--- src/rtl/fir_ctrl.sv ---
// fir_ctrl: coefficient-bank and stream controller for an L-tap FIR datapath.
// Define FIR_CTRL_FLUSH_EN to push L-1 tagged zeros through the filter at end of stream.
module fir_ctrl #(
  parameter int W_IN  = 11,
  parameter int W_O   = 13,
  parameter int L     = 4,
  parameter int MPIPE = 3
) (
  input  logic                   clk,
  input  logic                   rst,
  input  logic                   cfg_we,
  input  logic [$clog2(L)-1:0]   cfg_addr,
  input  logic [W_IN-1:0]        cfg_data,
  input  logic                   cfg_commit,
  input  logic                   s_valid,
  input  logic [W_IN-1:0]        s_data,
  output logic                   s_ready,
  input  logic                   flush_req,
  output logic                   busy,
  output logic                   underrun,
  output logic                   dp_load_val,
  output logic [W_IN-1:0]        dp_val_in,
  output logic [L*W_IN-1:0]      dp_coeff,
  input  logic [W_O-1:0]         dp_fir_out,
  output logic                   m_valid,
  output logic [W_O-1:0]         m_data
);

  localparam int LAT = MPIPE + 2;

`ifdef FIR_CTRL_FLUSH_EN
  localparam int FW = $clog2(L) + 1;
  typedef enum logic [2:0] {IDLE, LOAD, COMMIT, RUN, FLUSH} state_t;
  logic [FW-1:0] r_fl_cnt;
`else
  typedef enum logic [2:0] {IDLE, LOAD, COMMIT, RUN} state_t;
`endif

  state_t                 r_state;
  logic [L-1:0][W_IN-1:0] r_shadow;
  logic [L*W_IN-1:0]      r_dp_coeff;
  logic [W_IN-1:0]        r_dp_val_in;
  logic [LAT-1:0]         r_tag;
  logic                   r_s_ready;
  logic                   r_underrun;
  logic                   r_dp_load_val;
  logic                   w_tag_in;

  // A tag marks a slot that carries a real sample (or a flush tail zero).
  always_comb begin
    w_tag_in = (r_state == RUN) && s_valid;
`ifdef FIR_CTRL_FLUSH_EN
    if (r_state == FLUSH) w_tag_in = 1'b1;
`endif
  end

  always_ff @(posedge clk) begin
    if (rst) begin
      r_state       <= IDLE;
      r_shadow      <= '0;
      r_dp_coeff    <= '0;
      r_dp_val_in   <= '0;
      r_tag         <= '0;
      r_s_ready     <= 1'b0;
      r_underrun    <= 1'b0;
      r_dp_load_val <= 1'b1;
`ifdef FIR_CTRL_FLUSH_EN
      r_fl_cnt      <= '0;
`endif
    end else begin
      r_tag         <= {r_tag[LAT-2:0], w_tag_in};
      r_dp_val_in   <= '0;
      r_underrun    <= 1'b0;
      r_s_ready     <= 1'b0;
      r_dp_load_val <= 1'b1;
      case (r_state)
        IDLE: begin
          if (cfg_we) begin
            r_shadow[cfg_addr] <= cfg_data;
            r_state            <= LOAD;
          end else if (s_valid) begin
            r_state   <= RUN;
            r_s_ready <= 1'b1;
          end
        end
        LOAD: begin
          // Commit takes priority; a write in the same cycle is dropped.
          if (cfg_commit) begin
            r_state       <= COMMIT;
            r_dp_coeff    <= r_shadow;
            r_dp_load_val <= 1'b0;
          end else if (cfg_we) begin
            r_shadow[cfg_addr] <= cfg_data;
          end
        end
        COMMIT: r_state <= IDLE;
        RUN: begin
          r_dp_val_in <= s_valid ? s_data : '0;
          r_underrun  <= ~s_valid;
          if (flush_req) begin
`ifdef FIR_CTRL_FLUSH_EN
            if (L > 1) begin
              r_state  <= FLUSH;
              r_fl_cnt <= FW'(L - 1);
            end else begin
              r_state  <= IDLE;
            end
`else
            r_state <= IDLE;
`endif
          end else begin
            r_s_ready <= 1'b1;
          end
        end
`ifdef FIR_CTRL_FLUSH_EN
        FLUSH: begin
          r_fl_cnt <= r_fl_cnt - FW'(1);
          if (r_fl_cnt == FW'(1)) r_state <= IDLE;
        end
`endif
        default: r_state <= IDLE;
      endcase
    end
  end

  assign s_ready     = r_s_ready;
  assign underrun    = r_underrun;
  assign dp_load_val = r_dp_load_val;
  assign dp_val_in   = r_dp_val_in;
  assign dp_coeff    = r_dp_coeff;
  assign busy        = (r_state != IDLE) || (|r_tag);
  assign m_valid     = r_tag[LAT-1];
  assign m_data      = m_valid ? dp_fir_out : '0;

endmodule

--- config.mk ---
export PLATFORM = sky130hd
export DESIGN_NAME = fir_ctrl
export DESIGN_NICKNAME = d
export VERILOG_FILES = /design/src/rtl/fir_ctrl.sv
export SDC_FILE = /design/constraint.sdc
export NUM_CORES = 1
export LEC_CHECK = 0
export BUFFER_PORTS_ARGS = -buffer_cell sky130_fd_sc_hd__buf_2
export CORE_AREA = 10 10 98 100
export DETAILED_ROUTE_END_ITERATION = 8
export DIE_AREA = 0 0 108 110
export PLACE_DENSITY = 0.82
export REMOVE_ABC_BUFFERS = 1
export SYNTH_ARGS = -nofsm -noshare
export SYNTH_HDL_FRONTEND = slang
export SYNTH_SLANG_ARGS = --single-unit
--- constraint.sdc ---
create_clock -name clk -period 2.8 [get_ports clk]
set_clock_uncertainty 0.05 [all_clocks]
set_input_delay 0.28 -clock clk [delete_from_list [all_inputs] [get_ports clk]]
set_output_delay 0.28 -clock clk [all_outputs]
set_load 0.02 [all_outputs]
Word level (Yosys, flattened, before mapping)
Cells that the tools add are included.
{"block": "op_classes", "magnitude_cmp": 2, "n_eq_ne": 6, "n_mux": 17, "bitwise_logic": 3, "reduce_logical": 13}
{"cell": "2-to-1 mux 44 bit", "n": 2}
{"cell": "one-hot mux 44 bit (2 select lines)", "n": 1}
{"cell": "bitwise mux 44 bit", "n": 1}
{"cell": "demux 11 bit (select 2 bit)", "n": 1}
{"cell": "2-to-1 mux 13 bit", "n": 1}
{"cell": "2-to-1 mux 3 bit", "n": 4}
{"cell": "2-to-1 mux 11 bit", "n": 1}
{"cell": "one-hot mux 3 bit (3 select lines)", "n": 1}
{"cell": "inequality test 2 bit (second input constant)", "n": 3}
{"cell": "OR reduction 5 bit", "n": 1}
{"cell": "2-to-1 mux 1 bit", "n": 4}
{"cell": "AND reduction 2 bit", "n": 2}
{"cell": "OR reduction 2 bit", "n": 2}
{"cell": "equality test 3 x 1 -> 1 bit (second input constant)", "n": 1}
{"cell": "equality test 3 x 2 -> 1 bit (second input constant)", "n": 1}
{"cell": "logical NOT 3 bit", "n": 1}
{"cell": "less-than comparator 2 x 3 -> 1 bit (second input constant)", "n": 1}
{"cell": "inequality test 3 bit (second input constant)", "n": 1}
{"cell": "NOT 1 bit", "n": 3}
{"cell": "AND reduction 3 bit", "n": 1}
{"cell": "nonzero test 3 bit", "n": 1}
{"cell": "OR reduction 3 bit", "n": 1}
{"cell": "greater-or-equal comparator 2 x 1 -> 1 bit (second input constant)", "n": 1}
{"cell": "logical AND 1 bit", "n": 2}
{"cell": "other kinds (3)", "n": 3}
{"block": "totals", "regBits": 110, "inputBits": 43, "elab_cells": 52}

Depth between registers and ports, before layout
{"block": "depth", "depth_word": 8, "depth_mapped": 7}

Worst setup path before layout
OpenSTA, ideal clock, no wires.
{"block": "synth_path", "kind": "register to register", "from": "register r_state[1]", "to": "register r_shadow[11] (netlist bit)", "setup_ns": 0.121, "arrival_ns": 1.525, "t_required_ns": 2.629, "path_slack_ns": 1.104, "path_stages_with_launch": 7, "cell_sequence": "dfxtp_1 > inv_1 > ha_1 > and2_1 > or4_4 > buf_6 > mux2i_1"}
{"block": "synth_between", "elab_chain_cells": 3}
{"item": "start: declaration", "line_no": "39", "text": "state_t r_state;"}
{"item": "start signal: assignment", "line_no": "59", "text": "r_state <= IDLE;"}
{"item": "start signal: assignment", "line_no": "80", "text": "r_state <= LOAD;"}
{"item": "start signal: assignment", "line_no": "82", "text": "r_state <= RUN;"}
{"item": "equality test 3 x 1 -> 1 bit / logical NOT 3 bit (equally long branches)", "line_no": "76", "text": "case (r_state)"}
{"item": "inequality test 2 bit (no line) / nonzero test 2 bit (equally long branches)"}
{"item": "AND reduction 2 bit (no line)"}
{"item": "end signal: indexed assignment", "line_no": "79", "text": "r_shadow[cfg_addr] <= cfg_data;"}
{"item": "end signal: indexed assignment", "line_no": "93", "text": "r_shadow[cfg_addr] <= cfg_data;"}
{"item": "end: declaration", "line_no": "40", "text": "logic [L-1:0][W_IN-1:0] r_shadow;"}
Several ways; a longest one is shown, not always the timed one.
A chain may end at the register's enable or synchronous reset.

Worst setup path in the final report
{"block": "layout_path", "from": "register r_state[1]", "to": "register r_shadow[33] (netlist bit)"}
Same word-level chain as after synthesis.

==> results.py <==
metrics = {
    "sta": {
        "timing_worst_slew_pin_value_ns": 0.821,
        "hold_slack_ns": 0.0463,
        "finalSetupTns_ns": 0,
        "report.final.setup_viol": 0,
        "rsz0062_at_grt": "false",
        "slew_viol_final": 0,
        "fmaxAchievable_ghz": 0.502,
        "fin_crit_ns": 1.99,
        "max_slew_margin": 0.452,
        "share_of_the_clock_period_used_by_the_worst_path": 0.712,
        "finalHoldViolCount": 0,
    },
    "grt": {
        "globalRouteOverflowTotal": 0,
        "maximum_number_of_pins_on_one_net_before_global_route_repair": 47,
        "antenna_violations_before_repair": 1,
        "grt.total_usage": 0.161,
        "grt_first_pass_wirelength_um": 15400,
        "grt_pass1_vias": 3210,
    },
    "synthesis": {
        "yosys.area_share.xor_xnor": 0,
        "synth_area_um2": 4080,
        "synth_top_family_by_area": "simple AND/OR/NAND/NOR gates",
        "yosysWarningCount": 0,
        "synth.area.top_cells": "sky130_fd_sc_hd__dfxtp_1 (53%), sky130_fd_sc_hd__mux2i_1 (11%), sky130_fd_sc_hd__nand2b_1 (8.9%)",
        "synth-adder-area-share": 0.0153,
        "synth.distinct_cells": 29,
        "muxShareOfSynthArea": 0.111,
        "synth_compound_gate_area_share": 0.0625,
        "yosys_register_bits": 109,
        "synth_sequential_area_ratio": 0.535,
        "synth_async_sr_flop_share": 0,
        "synth_top_area_cell": "sky130_fd_sc_hd__dfxtp_1",
        "synth_simple_gate_area_share": 0.246,
        "synth.top_cell.area_share": 0.535,
        "synthesis.area_per_instance_um2": 9.45,
        "synth_enable_flop_cells": 0,
        "postSynthCellCount": 432,
        "yosys_most_used_dff": "sky130_fd_sc_hd__dfxtp_1",
    },
    "finish": {
        "seqCellArea_um2": 2180,
        "nets": 585,
        "final_layout_size_suffix_gt1_frac": 0.262,
        "area.growth.synth_to_final_pct": 20.8,
        "final.fill_count": 655,
        "total_area_of_multi_input_combinational_cells_um2": 1780,
    },
    "power_and_ir_drop": {
        "power_switching_uw": 955,
        "power_frac_seq": 0.517,
        "power.share.combinational": 0.189,
        "internal_power_mw": 2.29,
        "power_leakage_nw": 2.28,
        "power.clock.fraction": 0.294,
        "p_sw_frac": 0.294,
        "irDropWorstVdd_uv": 404,
        "power.density_nw_per_um2": 659,
    },
    "critical_path": {
        "regToRegStartpoint": "r_state[1]$_SDFFE_PP0P_",
        "critical_path_arrival_ns": 2.23,
        "worst-endpoint-required_ns": 3.04,
        "slowest_stage_cell_crit_path": "sky130_fd_sc_hd__nor4b_4",
        "worstPathCellList": "inv_1 > ha_1 > and2_1 > nor4b_4 > buf_4 > mux2i_1",
        "critical_path.startpoint_type": "register",
        "worst-path-max-fanout": 8,
        "cpPeakStageDelay_ns": 0.45,
        "critPathCaptureType": "register",
        "timing.reg2reg.setup_slack_ns": 0.81,
        "worst_reg_to_reg_cells": 6,
        "crit_path_start": "r_state[1]$_SDFFE_PP0P_",
        "reg2reg_to": "r_shadow[33]$_SDFFE_PP0P_",
        "path_class": "reg -> reg",
    },
    "clocking": {
        "clock-sinks": 109,
        "cts_hold_buffers": 0,
        "post_cts.repair.setup_buffers": 0,
        "ctsRootBufferMaster": "sky130_fd_sc_hd__clkbuf_8",
        "clkTransAtPathRegs_ns": 0.10,
        "cts-htree-levels": 3,
        "cts_tree": "built",
        "cts.path.max_buffers": 2,
        "clk-insertion-delay-late_ns": 0.37,
        "cts.repair.resized": 0,
        "tritoncts.num_buffers": 9,
    },
    "routing": {
        "drt-vias-per-instance": 4.94,
        "detailedRoute.firstIterationViolations": 118,
        "wirelength_um": 9500,
        "dr_total_vias": 3188,
        "drt_pre_antenna_iters": 5,
        "route.detailed.drc": 0,
        "avgRoutedWirePerCell_um": 14.7,
        "antenna_left": 0,
    },
    "placed_design": {
        "numPortBuffers": 115,
        "dpl.hpwl_um": 6840,
        "gpl.final_weighted_congestion": 0.741,
    },
    "min_path": {
        "hold_start": "s_data[10]",
        "worstHoldEndpoint": "dp_val_in[10]$_SDFF_PP0_",
        "worst_hold_path_type": "in -> reg",
        "hold_depth": 2,
    },
    "flow_run": {
        "timing.max_cap.violations": 0,
    },
    "floorplanning": {
        "die_x_um": 108,
        "die-area_um2": 11900,
        "ioPinCount": 116,
        "initial_core_utilization": 0.534,
        "fp-row-count": 32,
        "die_h_um": 110,
        "design.core.area_um2": 7650,
    },
    "outcome": {
        "status": "complete, no violations",
    },
}
## synth_stat cells, types with 2 or more instances
master	n
sky130_fd_sc_hd__a21oi_1	45
sky130_fd_sc_hd__and2_1	26
sky130_fd_sc_hd__buf_2	3
sky130_fd_sc_hd__clkbuf_1	22
sky130_fd_sc_hd__dfxtp_1	109
sky130_fd_sc_hd__ha_1	5
sky130_fd_sc_hd__inv_1	3
sky130_fd_sc_hd__mux2i_1	44
sky130_fd_sc_hd__nand2_1	91
sky130_fd_sc_hd__nand2b_1	58
sky130_fd_sc_hd__nand3b_1	2
sky130_fd_sc_hd__nor2_1	2
sky130_fd_sc_hd__nor2b_1	6
## layout by cell type, fill, tap and decap left out, types with 2 or more instances in the layout
master and n:
sky130_fd_sc_hd__nor2b_1 6, sky130_fd_sc_hd__mux2i_1 44, sky130_fd_sc_hd__clkbuf_8 10, sky130_fd_sc_hd__clkinv_4 2, sky130_fd_sc_hd__dfxtp_1 109, sky130_fd_sc_hd__buf_2 115, sky130_fd_sc_hd__inv_1 3, sky130_fd_sc_hd__nand2b_1 58
sky130_fd_sc_hd__and2_1 25, sky130_fd_sc_hd__a21oi_1 45, sky130_fd_sc_hd__nand2_1 90, sky130_fd_sc_hd__nand3b_1 2, sky130_fd_sc_hd__ha_1 5, sky130_fd_sc_hd__buf_4 6, sky130_fd_sc_hd__nor2_1 2
## flip-flops by register name, indices dropped and copies added, names as in the netlist
register,cells
dp_coeff,44
r_shadow,44
dp_val_in,11
r_tag,5
r_state,2
dp_load_val,1
s_ready,1
underrun,1
## how the worst max path moves through the flow
stage / end / slack (ns) / cells after the start
2_1_floorplan: r_shadow[33]$_SDFFE_PP0P_ / 0.65 / 5
3_3_place_gp: r_shadow[10]$_SDFFE_PP0P_ / 0.94 / 6
3_5_place_dp: r_shadow[8]$_SDFFE_PP0P_ / 0.88 / 6
4_1_cts: r_shadow[33]$_SDFFE_PP0P_ / 0.81 / 6
5_1_grt: dp_coeff[24]$_SDFFE_PP0P_ / 0.70 / 5
6_report: r_shadow[33]$_SDFFE_PP0P_ / 0.81 / 6
## worst max-delay path, delay by kind of cell, from the launching register on
kind	cells	cell delay, ns
adders and majority gates	1	0.24
buffers and inverters	2	0.40
DFF	1	0.35
muxes	1	0.25
and+or+nand+nor	2	0.63
## power by group through the flow
stage               Clock (mW)  Sequential, mW  Combinational, mW
detailed placement           0            1.71              0.615
global placement             0            1.71              0.600
CTS                      0.976            1.68              0.622
global route              1.04            1.69              0.681
finish                   0.954            1.68              0.615
floorplan                    0            1.73              0.381
## cells by family after synthesis
logic type / after synthesis
and+or+nand+nor: 194
DFF: 109
AOI/OAI and AO/OA: 49
muxes: 45
buffers and inverters: 30
adders and majority gates: 5
## routing by layer
layer,global-route usage,share of wire,vias to the layer above,wire [um]
met4,0.0840,0.021,0,195
met2,0.270,0.50,79,4720
met1,0.179,0.41,1479,3880
li1,-,-,1611,-
met3,0.0540,0.074,19,704
met5,0,0,-,0
## through the flow
| step | total power [mW] | setup slack, ns | cells | util | instance area (um2) |
|---|---|---|---|---|---|
| 6_report | 3.25 | 0.806 | 645 | 0.645 | 4930 |
| 3_3_place_gp | 2.31 | 0.942 | 628 | 0.618 | 4730 |
| 5_1_grt | 3.41 | 0.702 | 644 | 0.644 | 4930 |
| 2_1_floorplan | 2.11 | 0.646 | 405 | - | 3970 |
| 4_1_cts | 3.28 | 0.806 | 644 | 0.644 | 4930 |
| 3_5_place_dp | 2.33 | 0.882 | 628 | 0.618 | 4730 |
## final cells by class
cell class | count | area share
clock inverter | 5 | 0.0122
inverter | 3 | 0.00228
timing repair buffer | 121 | 0.126
antenna | 1 | 0.000508
sequential | 109 | 0.443
clock buffer | 11 | 0.0287
tap | 102 | 0.0259
multi-input combinational | 293 | 0.362
(Power assumes the default switching activity.)
